`src/rtl/rpn_stack_calculator_if.sv`:
```
// ---------------------------------------------------------------------------
// rpn_stack_calculator_if
//
// Bundles the command and display signals of the RPN stack calculator.
//
//   master : drives Clear, Enter, IsOp, DataIn; observes the display path
//   slave  : the calculator itself; receives commands and drives ToDisplay,
//            Flags ({N,Z,C,V}), Count, Error and CurrentState
//
// Parameters WIDTH and DEPTH must match the calculator instance.
// ---------------------------------------------------------------------------
interface rpn_stack_calculator_if #(
    parameter int WIDTH = 16,
    parameter int DEPTH = 4
);
    localparam int CW = $clog2(DEPTH + 1);

    logic             Clear;
    logic             Enter;
    logic             IsOp;
    logic [WIDTH-1:0] DataIn;
    logic [WIDTH-1:0] ToDisplay;
    logic [3:0]       Flags;
    logic [CW-1:0]    Count;
    logic             Error;
    logic [1:0]       CurrentState;

    modport master (
        output Clear, Enter, IsOp, DataIn,
        input  ToDisplay, Flags, Count, Error, CurrentState
    );

    modport slave (
        input  Clear, Enter, IsOp, DataIn,
        output ToDisplay, Flags, Count, Error, CurrentState
    );
endinterface

```
`src/rtl/rpn_stack_calculator.sv`:
```
// ---------------------------------------------------------------------------
// rpn_stack_calculator
//
// Reverse-Polish calculator with a DEPTH-entry operand stack of WIDTH-bit
// values, {N,Z,C,V} status flags and a sticky error indication.
//
// Ports:
//   clk    : system clock, rising edge
//   reset  : asynchronous active-high reset
//   bus    : rpn_stack_calculator_if.slave
//            Clear        - synchronous clear, wins over a coincident command
//            Enter        - level input; each rising edge is one command
//            IsOp/DataIn  - captured with the Enter edge (opcode or operand)
//            ToDisplay    - top of stack, 0 when empty
//            Flags        - {N,Z,C,V} of the last ADD/SUB/AND/OR/MUL
//            Count        - occupied stack entries
//            Error        - sticky overflow/underflow/illegal-opcode flag
//            CurrentState - 0 IDLE, 1 PUSH, 2 EXEC, 3 ERROR
//
// Build option: define RPN_MUL_EN to make opcode 7 a signed multiply;
// without it opcode 7 is illegal.
//
// Command pipeline: the Enter edge is latched at edge k, the FSM leaves IDLE
// at edge k+1 and the stack update lands at edge k+2.
// ---------------------------------------------------------------------------
module rpn_stack_calculator #(
    parameter int WIDTH = 16,
    parameter int DEPTH = 4
) (
    input  logic                 clk,
    input  logic                 reset,
    rpn_stack_calculator_if.slave bus
);
    localparam int CW = $clog2(DEPTH + 1);
    localparam int IW = (DEPTH > 1) ? $clog2(DEPTH) : 1;
    localparam logic [CW-1:0] FULL = CW'(DEPTH);

    typedef enum logic [1:0] {
        IDLE  = 2'd0,
        PUSH  = 2'd1,
        EXEC  = 2'd2,
        ERROR = 2'd3
    } state_t;

    state_t           state_q, state_d;
    logic             enter_q, enter_d;
    logic             cmd_q, cmd_d;
    logic             is_op_q, is_op_d;
    logic [WIDTH-1:0] data_q, data_d;
    logic [WIDTH-1:0] stack_q [DEPTH];
    logic [WIDTH-1:0] stack_d [DEPTH];
    logic [CW-1:0]    count_q, count_d;
    logic [3:0]       flags_q, flags_d;
    logic             error_q, error_d;

    // Entry count_q-1 is the top (B), count_q-2 the one below it (A).
    logic [IW-1:0]    top_idx, next_idx, push_idx;
    logic [WIDTH-1:0] a_val, b_val;
    logic [WIDTH:0]   sum_ext, diff_ext;

    logic             bin_op;
    logic [WIDTH-1:0] bin_res;
    logic [3:0]       bin_flags;
    logic             fault;

    assign top_idx  = IW'(count_q - CW'(1));
    assign next_idx = IW'(count_q - CW'(2));
    assign push_idx = IW'(count_q);
    assign a_val    = stack_q[next_idx];
    assign b_val    = stack_q[top_idx];
    assign sum_ext  = {1'b0, a_val} + {1'b0, b_val};
    // The extra MSB of the difference is the unsigned borrow (A < B).
    assign diff_ext = {1'b0, a_val} - {1'b0, b_val};

`ifdef RPN_MUL_EN
    logic signed [2*WIDTH-1:0] prod;
    logic                      mul_ovf;
    assign prod = $signed({{WIDTH{a_val[WIDTH-1]}}, a_val}) *
                  $signed({{WIDTH{b_val[WIDTH-1]}}, b_val});
    // The product fits only if all bits above the result sign are copies of it.
    assign mul_ovf = ~((&prod[2*WIDTH-1:WIDTH-1]) | ~(|prod[2*WIDTH-1:WIDTH-1]));
`endif

    function automatic logic [3:0] mk_flags(input logic [WIDTH-1:0] r,
                                            input logic c, input logic v);
        return {r[WIDTH-1], (r == '0), c, v};
    endfunction

    assign bus.ToDisplay    = (count_q == '0) ? '0 : stack_q[top_idx];
    assign bus.Flags        = flags_q;
    assign bus.Count        = count_q;
    assign bus.Error        = error_q;
    assign bus.CurrentState = state_q;

    always_comb begin
        state_d   = state_q;
        enter_d   = bus.Enter;
        cmd_d     = 1'b0;
        is_op_d   = is_op_q;
        data_d    = data_q;
        stack_d   = stack_q;
        count_d   = count_q;
        flags_d   = flags_q;
        error_d   = error_q;
        bin_op    = 1'b0;
        bin_res   = '0;
        bin_flags = '0;
        fault     = 1'b0;

        // A new edge is latched only if no command is still waiting for IDLE;
        // otherwise it would overwrite the operand about to be used.
        if (bus.Enter && !enter_q && !cmd_q && state_q != ERROR) begin
            cmd_d   = 1'b1;
            is_op_d = bus.IsOp;
            data_d  = bus.DataIn;
        end

        case (state_q)
            IDLE: begin
                if (cmd_q) state_d = is_op_q ? EXEC : PUSH;
            end
            PUSH: begin
                state_d = IDLE;
                if (count_q == FULL) begin
                    fault = 1'b1;
                end else begin
                    stack_d[push_idx] = data_q;
                    count_d           = count_q + CW'(1);
                end
            end
            EXEC: begin
                state_d = IDLE;
                case (data_q[2:0])
                    3'd0: begin
                        bin_op    = 1'b1;
                        bin_res   = sum_ext[WIDTH-1:0];
                        bin_flags = mk_flags(bin_res, sum_ext[WIDTH],
                                             (a_val[WIDTH-1] == b_val[WIDTH-1]) &&
                                             (bin_res[WIDTH-1] != a_val[WIDTH-1]));
                    end
                    3'd1: begin
                        bin_op    = 1'b1;
                        bin_res   = diff_ext[WIDTH-1:0];
                        bin_flags = mk_flags(bin_res, diff_ext[WIDTH],
                                             (a_val[WIDTH-1] != b_val[WIDTH-1]) &&
                                             (bin_res[WIDTH-1] != a_val[WIDTH-1]));
                    end
                    3'd2: begin
                        bin_op    = 1'b1;
                        bin_res   = a_val & b_val;
                        bin_flags = mk_flags(bin_res, 1'b0, 1'b0);
                    end
                    3'd3: begin
                        bin_op    = 1'b1;
                        bin_res   = a_val | b_val;
                        bin_flags = mk_flags(bin_res, 1'b0, 1'b0);
                    end
                    3'd4: begin
                        if (count_q == '0 || count_q == FULL) begin
                            fault = 1'b1;
                        end else begin
                            stack_d[push_idx] = b_val;
                            count_d           = count_q + CW'(1);
                        end
                    end
                    3'd5: begin
                        if (count_q < CW'(2)) begin
                            fault = 1'b1;
                        end else begin
                            stack_d[top_idx]  = a_val;
                            stack_d[next_idx] = b_val;
                        end
                    end
                    3'd6: begin
                        if (count_q == '0) fault = 1'b1;
                        else               count_d = count_q - CW'(1);
                    end
                    default: begin
`ifdef RPN_MUL_EN
                        bin_op    = 1'b1;
                        bin_res   = prod[WIDTH-1:0];
                        bin_flags = mk_flags(bin_res, 1'b0, mul_ovf);
`else
                        fault = 1'b1;
`endif
                    end
                endcase

                if (bin_op) begin
                    if (count_q < CW'(2)) begin
                        fault = 1'b1;
                    end else begin
                        stack_d[next_idx] = bin_res;
                        count_d           = count_q - CW'(1);
                        flags_d           = bin_flags;
                    end
                end
            end
            default: begin
                state_d = ERROR;
            end
        endcase

        if (fault) begin
            state_d = ERROR;
            error_d = 1'b1;
        end

        // Clear drops any pending command but lets enter_q track Enter so a
        // held Enter does not fire again once Clear is released.
        if (bus.Clear) begin
            cmd_d   = 1'b0;
            state_d = IDLE;
            count_d = '0;
            flags_d = '0;
            error_d = 1'b0;
        end
    end

    always_ff @(posedge clk or posedge reset) begin
        if (reset) begin
            state_q <= IDLE;
            enter_q <= 1'b0;
            cmd_q   <= 1'b0;
            is_op_q <= 1'b0;
            data_q  <= '0;
            count_q <= '0;
            flags_q <= '0;
            error_q <= 1'b0;
            for (int i = 0; i < DEPTH; i++) stack_q[i] <= '0;
        end else begin
            state_q <= state_d;
            enter_q <= enter_d;
            cmd_q   <= cmd_d;
            is_op_q <= is_op_d;
            data_q  <= data_d;
            count_q <= count_d;
            flags_q <= flags_d;
            error_q <= error_d;
            for (int i = 0; i < DEPTH; i++) stack_q[i] <= stack_d[i];
        end
    end
endmodule

```
`src/flat_wrapper.sv`:
```
// flat-port wrapper written by rule: the top's interface ports become plain ports
module rpn_stack_calculator_flat 
#(
    parameter int WIDTH = 16,
    parameter int DEPTH = 4
)
  (clk, reset, bus_Clear, bus_Enter, bus_IsOp, bus_DataIn, bus_ToDisplay, bus_Flags, bus_Count, bus_Error, bus_CurrentState);
  rpn_stack_calculator_if #(.WIDTH(WIDTH), .DEPTH(DEPTH)) bus_i ();
  input  logic clk;
  input  logic reset;
  input wire logic [$bits(bus_i.Clear)-1:0] bus_Clear;
  input wire logic [$bits(bus_i.Enter)-1:0] bus_Enter;
  input wire logic [$bits(bus_i.IsOp)-1:0] bus_IsOp;
  input wire logic [$bits(bus_i.DataIn)-1:0] bus_DataIn;
  output wire logic [$bits(bus_i.ToDisplay)-1:0] bus_ToDisplay;
  output wire logic [$bits(bus_i.Flags)-1:0] bus_Flags;
  output wire logic [$bits(bus_i.Count)-1:0] bus_Count;
  output wire logic [$bits(bus_i.Error)-1:0] bus_Error;
  output wire logic [$bits(bus_i.CurrentState)-1:0] bus_CurrentState;
  assign bus_i.Clear = bus_Clear;
  assign bus_i.Enter = bus_Enter;
  assign bus_i.IsOp = bus_IsOp;
  assign bus_i.DataIn = bus_DataIn;
  assign bus_ToDisplay = bus_i.ToDisplay;
  assign bus_Flags = bus_i.Flags;
  assign bus_Count = bus_i.Count;
  assign bus_Error = bus_i.Error;
  assign bus_CurrentState = bus_i.CurrentState;
  rpn_stack_calculator #(.WIDTH(WIDTH), .DEPTH(DEPTH)) u_core (.clk(clk), .reset(reset), .bus(bus_i));
endmodule
```
`config.mk`:
```
export PLATFORM = sky130hd
export DESIGN_NAME = rpn_stack_calculator_flat
export DESIGN_NICKNAME = d
export VERILOG_FILES = /design/src/rtl/rpn_stack_calculator_if.sv /design/src/rtl/rpn_stack_calculator.sv /design/src/flat_wrapper.sv
export SDC_FILE = /design/constraint.sdc
export NUM_CORES = 1
export LEC_CHECK = 0
export CAP_MARGIN = 20
export CORE_ASPECT_RATIO = 0.7
export CORE_UTILIZATION = 35
export DETAILED_ROUTE_END_ITERATION = 8
export PLACE_DENSITY_LB_ADDON = 0.1
export REMOVE_ABC_BUFFERS = 1
export SKIP_CTS_REPAIR_TIMING = 1
export SYNTH_ARGS = -nofsm -noshare
export SYNTH_HDL_FRONTEND = slang
export SYNTH_SLANG_ARGS = --single-unit
```
`constraint.sdc`:
```
create_clock -name clk -period 12.5 [get_ports clk]
set_input_delay 2.5 -clock clk [delete_from_list [all_inputs] [get_ports clk]]
set_output_delay 2.5 -clock clk [all_outputs]
set_load 0.05 [all_outputs]
```
==> impl_metrics.toml <==
[synth]
yosysSeqAreaShare_pct = 20.8
synth_warnings = 0
async_flop_share_pct = 100
syn_avg_cell_area_um2 = 7.65
syn_area_um2 = 11200
synth_cell_type_count = 96
yosys_register_bits = 93
syn_inst = 1465
synth_ff_type = "dfrtp_1"
synth-edff-count = 0

[sta]
timing.slew.headroom_pct = 23.1
finalHoldViolations = 0
slew_viol_final = 0
skew_ns = 0.0102
setup_violations = 0
setup_tns_ns = 0
clock.fmax_ghz = 0.158
period_minus_slack_ns = 6.33
post-route-period-util_pct = 50.7
worstMarginPinSlew_ns = 1.15
rsz0062_at_grt = "false"

[layout]
finalNetCount = 1523
antennaDiodeCount = 0
syn2layout_area_growth_pct = 9.25
drive_gt1_share_pct = 10.3

[placement]
gp_congestion = 0.982
io_buffers = 46
hpwlAfterDp_um = 37900

[clock_network]
ctsHtreeMaxLevel = 3
path_clk_slew_ns = 0.08
clkSinkCount = 93
cts_buffers = 9
clk_path_buf_depth = 2
clk_latency_ns = 0.39
clockRootBuffer = "clkbuf_16"
cts_tree = "yes"

[grt]
grt_pass1_wl_um = 77700
grt_usage_pct = 32.5
grt_pass1_vias = 11300
grt_start_max_net_pins = 66
gr-total-overflow = 0
antenna_found_initial = 1

[routing]
top_layer = "met5"
met2WireLength_um = 21500
firstDrtPassIters = 6
route.detailed.drc = 0
vias = 12400
route.met3.wl_um = 6680
totalWireLength_um = 53700
wl_per_cell_um = 28.8
avgViaCountPerCell = 6.69
drt_iter0_markers = 1941
final_antenna_net_count = 0
drt-met1-wl_um = 24000

[run]
cap_violations = 0

[worst_hold_path]
min-delay-start = "u_core.data_q[9]"
min_path_type = "reg2reg"

[floorplanning]
fp-row-count = 54
die_h_um = 152
io_pins = 47
dieArea_um2 = 32700
initial_core_util_pct = 35.7
dieWidth_um = 216
fp.coreArea_um2 = 31400

[setup_path]
crit_start = "u_core.bus.Count[0]"
crit_required_ns = 10.00
worstSetupPathType = "reg2out"
arrival_ns = 3.83
crit_path_end_kind = "output pin"
worst-path-max-fanout = 12
r2r-start = "u_core.bus.Count[0]"
start_kind = "flip-flop"

[run_status]
status = "completed"
-- cells in the mapped netlist, types with 5 or more instances --
library cell / n / area, µm²
a211oi_1: 27 / 203
a21o_1: 9 / 67.6
a21oi_1: 123 / 616
a221oi_1: 33 / 289
a22o_1: 9 / 78.8
a22oi_1: 10 / 75.1
a311oi_1: 8 / 70.1
a31oi_1: 16 / 100
and2_1: 8 / 50.1
and3_1: 7 / 43.8
buf_1: 10 / 37.5
buf_2: 30 / 150
buf_4: 9 / 67.6
buf_6: 7 / 78.8
clkbuf_1: 68 / 255
dfrtp_1: 93 / 2330
ha_1: 63 / 788
inv_1: 68 / 255
mux2_2: 17 / 191
mux2i_1: 37 / 370
mux4_2: 34 / 766
nand2_1: 173 / 649
nand2b_1: 11 / 68.8
nand3_1: 33 / 165
nand4_1: 12 / 75.1
nor2_1: 146 / 548
nor2b_1: 15 / 93.8
nor3_1: 31 / 155
nor4_1: 6 / 37.5
o211ai_1: 29 / 218
o21a_1: 8 / 60.1
o21ai_0: 108 / 541
o21ai_1: 24 / 120
o221ai_1: 19 / 166
o22a_1: 5 / 43.8
o22ai_1: 22 / 138
o311ai_1: 5 / 43.8
o31ai_1: 13 / 97.6
or3_1: 9 / 56.3
xnor2_1: 13 / 114
-- kinds of logic (layout without fill, tap and decap cells) --
family	count (synthesis)	count (layout)	synth area share, %
fa+ha+maj	65	65	7.39
mux	88	88	11.8
flops	93	93	20.8
simple gates	478	478	19.6
xor+xnor	17	17	1.40
buf+inv	196	173	7.68
compound gates	528	528	31.3
-- through the flow --
stage	util (%)	area [µm²]	setup WS (ns)	hold WS, ns	std cells
3_5_place_dp	38.0	11900	6.63	0.494	1845
4_1_cts	39.0	12200	6.20	0.517	1861
3_3_place_gp	38.0	11900	6.72	0.496	1845
6_report	39.0	12200	6.17	0.514	1862
2_1_floorplan	-	10600	6.11	0.473	1340
5_1_grt	39.0	12200	6.07	0.529	1862
-- cells in the final DEF, fill, tap and decap left out, types with 33 or more instances in the layout --
cell type and count:
nand3_1 33, clkdlybuf4s50_1 46, nand2_1 173, buf_4 39, inv_1 67, a21oi_1 123
o21ai_0 106, dfrtp_1 92, ha_1 62, mux4_2 34, mux2i_1 37, nor2_1 143
a221oi_1 33
-- area by class of cell --
class	instances	area, µm²
Fill cell	3310	19100
Inverter	71	269
Clock buffer	9	225
Multi-Input combinational cell	1176	8050
Clock inverter	7	66.3
Sequential cell	93	2330
Tap cell	420	526
Timing Repair Buffer	86	781
-- worst max-delay path, cell delays in order, from the launching register on --
cell	delay, ns
dfrtp_2	0.36
inv_1	0.13
ha_1	0.81
buf_4	0.40
mux4_2	0.66
inv_1	0.25
nor2_1	0.07
clkdlybuf4s50_1	0.75
-- routing by layer --
layer | up-vias | GRT usage (%)
met5 | - | 1.97
met4 | 2 | 8.90
met3 | 108 | 8.90
met2 | 887 | 45.5
met1 | 6046 | 47.8
li1 | 5405 | -
-- registers in the layout, summed over array words and instances (netlist names) --
signal and count:
u_core.bus.Count 3, u_core.bus.Error 1, u_core.bus.Flags 4, u_core.bus.CurrentState 2, u_core.stack_q 64, u_core.cmd_q 1, u_core.data_q 16, u_core.enter_q 1
u_core.is_op_q 1
-- path summary, 6_finish.rpt --
check | to | slack [ns] | depth (start not counted)
worst min register to register | u_core.data_q[9] | 0.51 | 1
max in group asynchronous | u_core.bus.Count[0] | 8.76 | 3
min in group asynchronous | u_core.stack_q[44] | 2.48 | 2
worst min-delay path | u_core.data_q[9] | 0.51 | 1
worst max register to register | u_core.stack_q[25] | 7.04 | 13
worst max-delay path | bus_ToDisplay[7] | 6.17 | 7
Power is not shown: default switching activity piles up to over one toggle a cycle in this logic, so the estimate is an artifact.
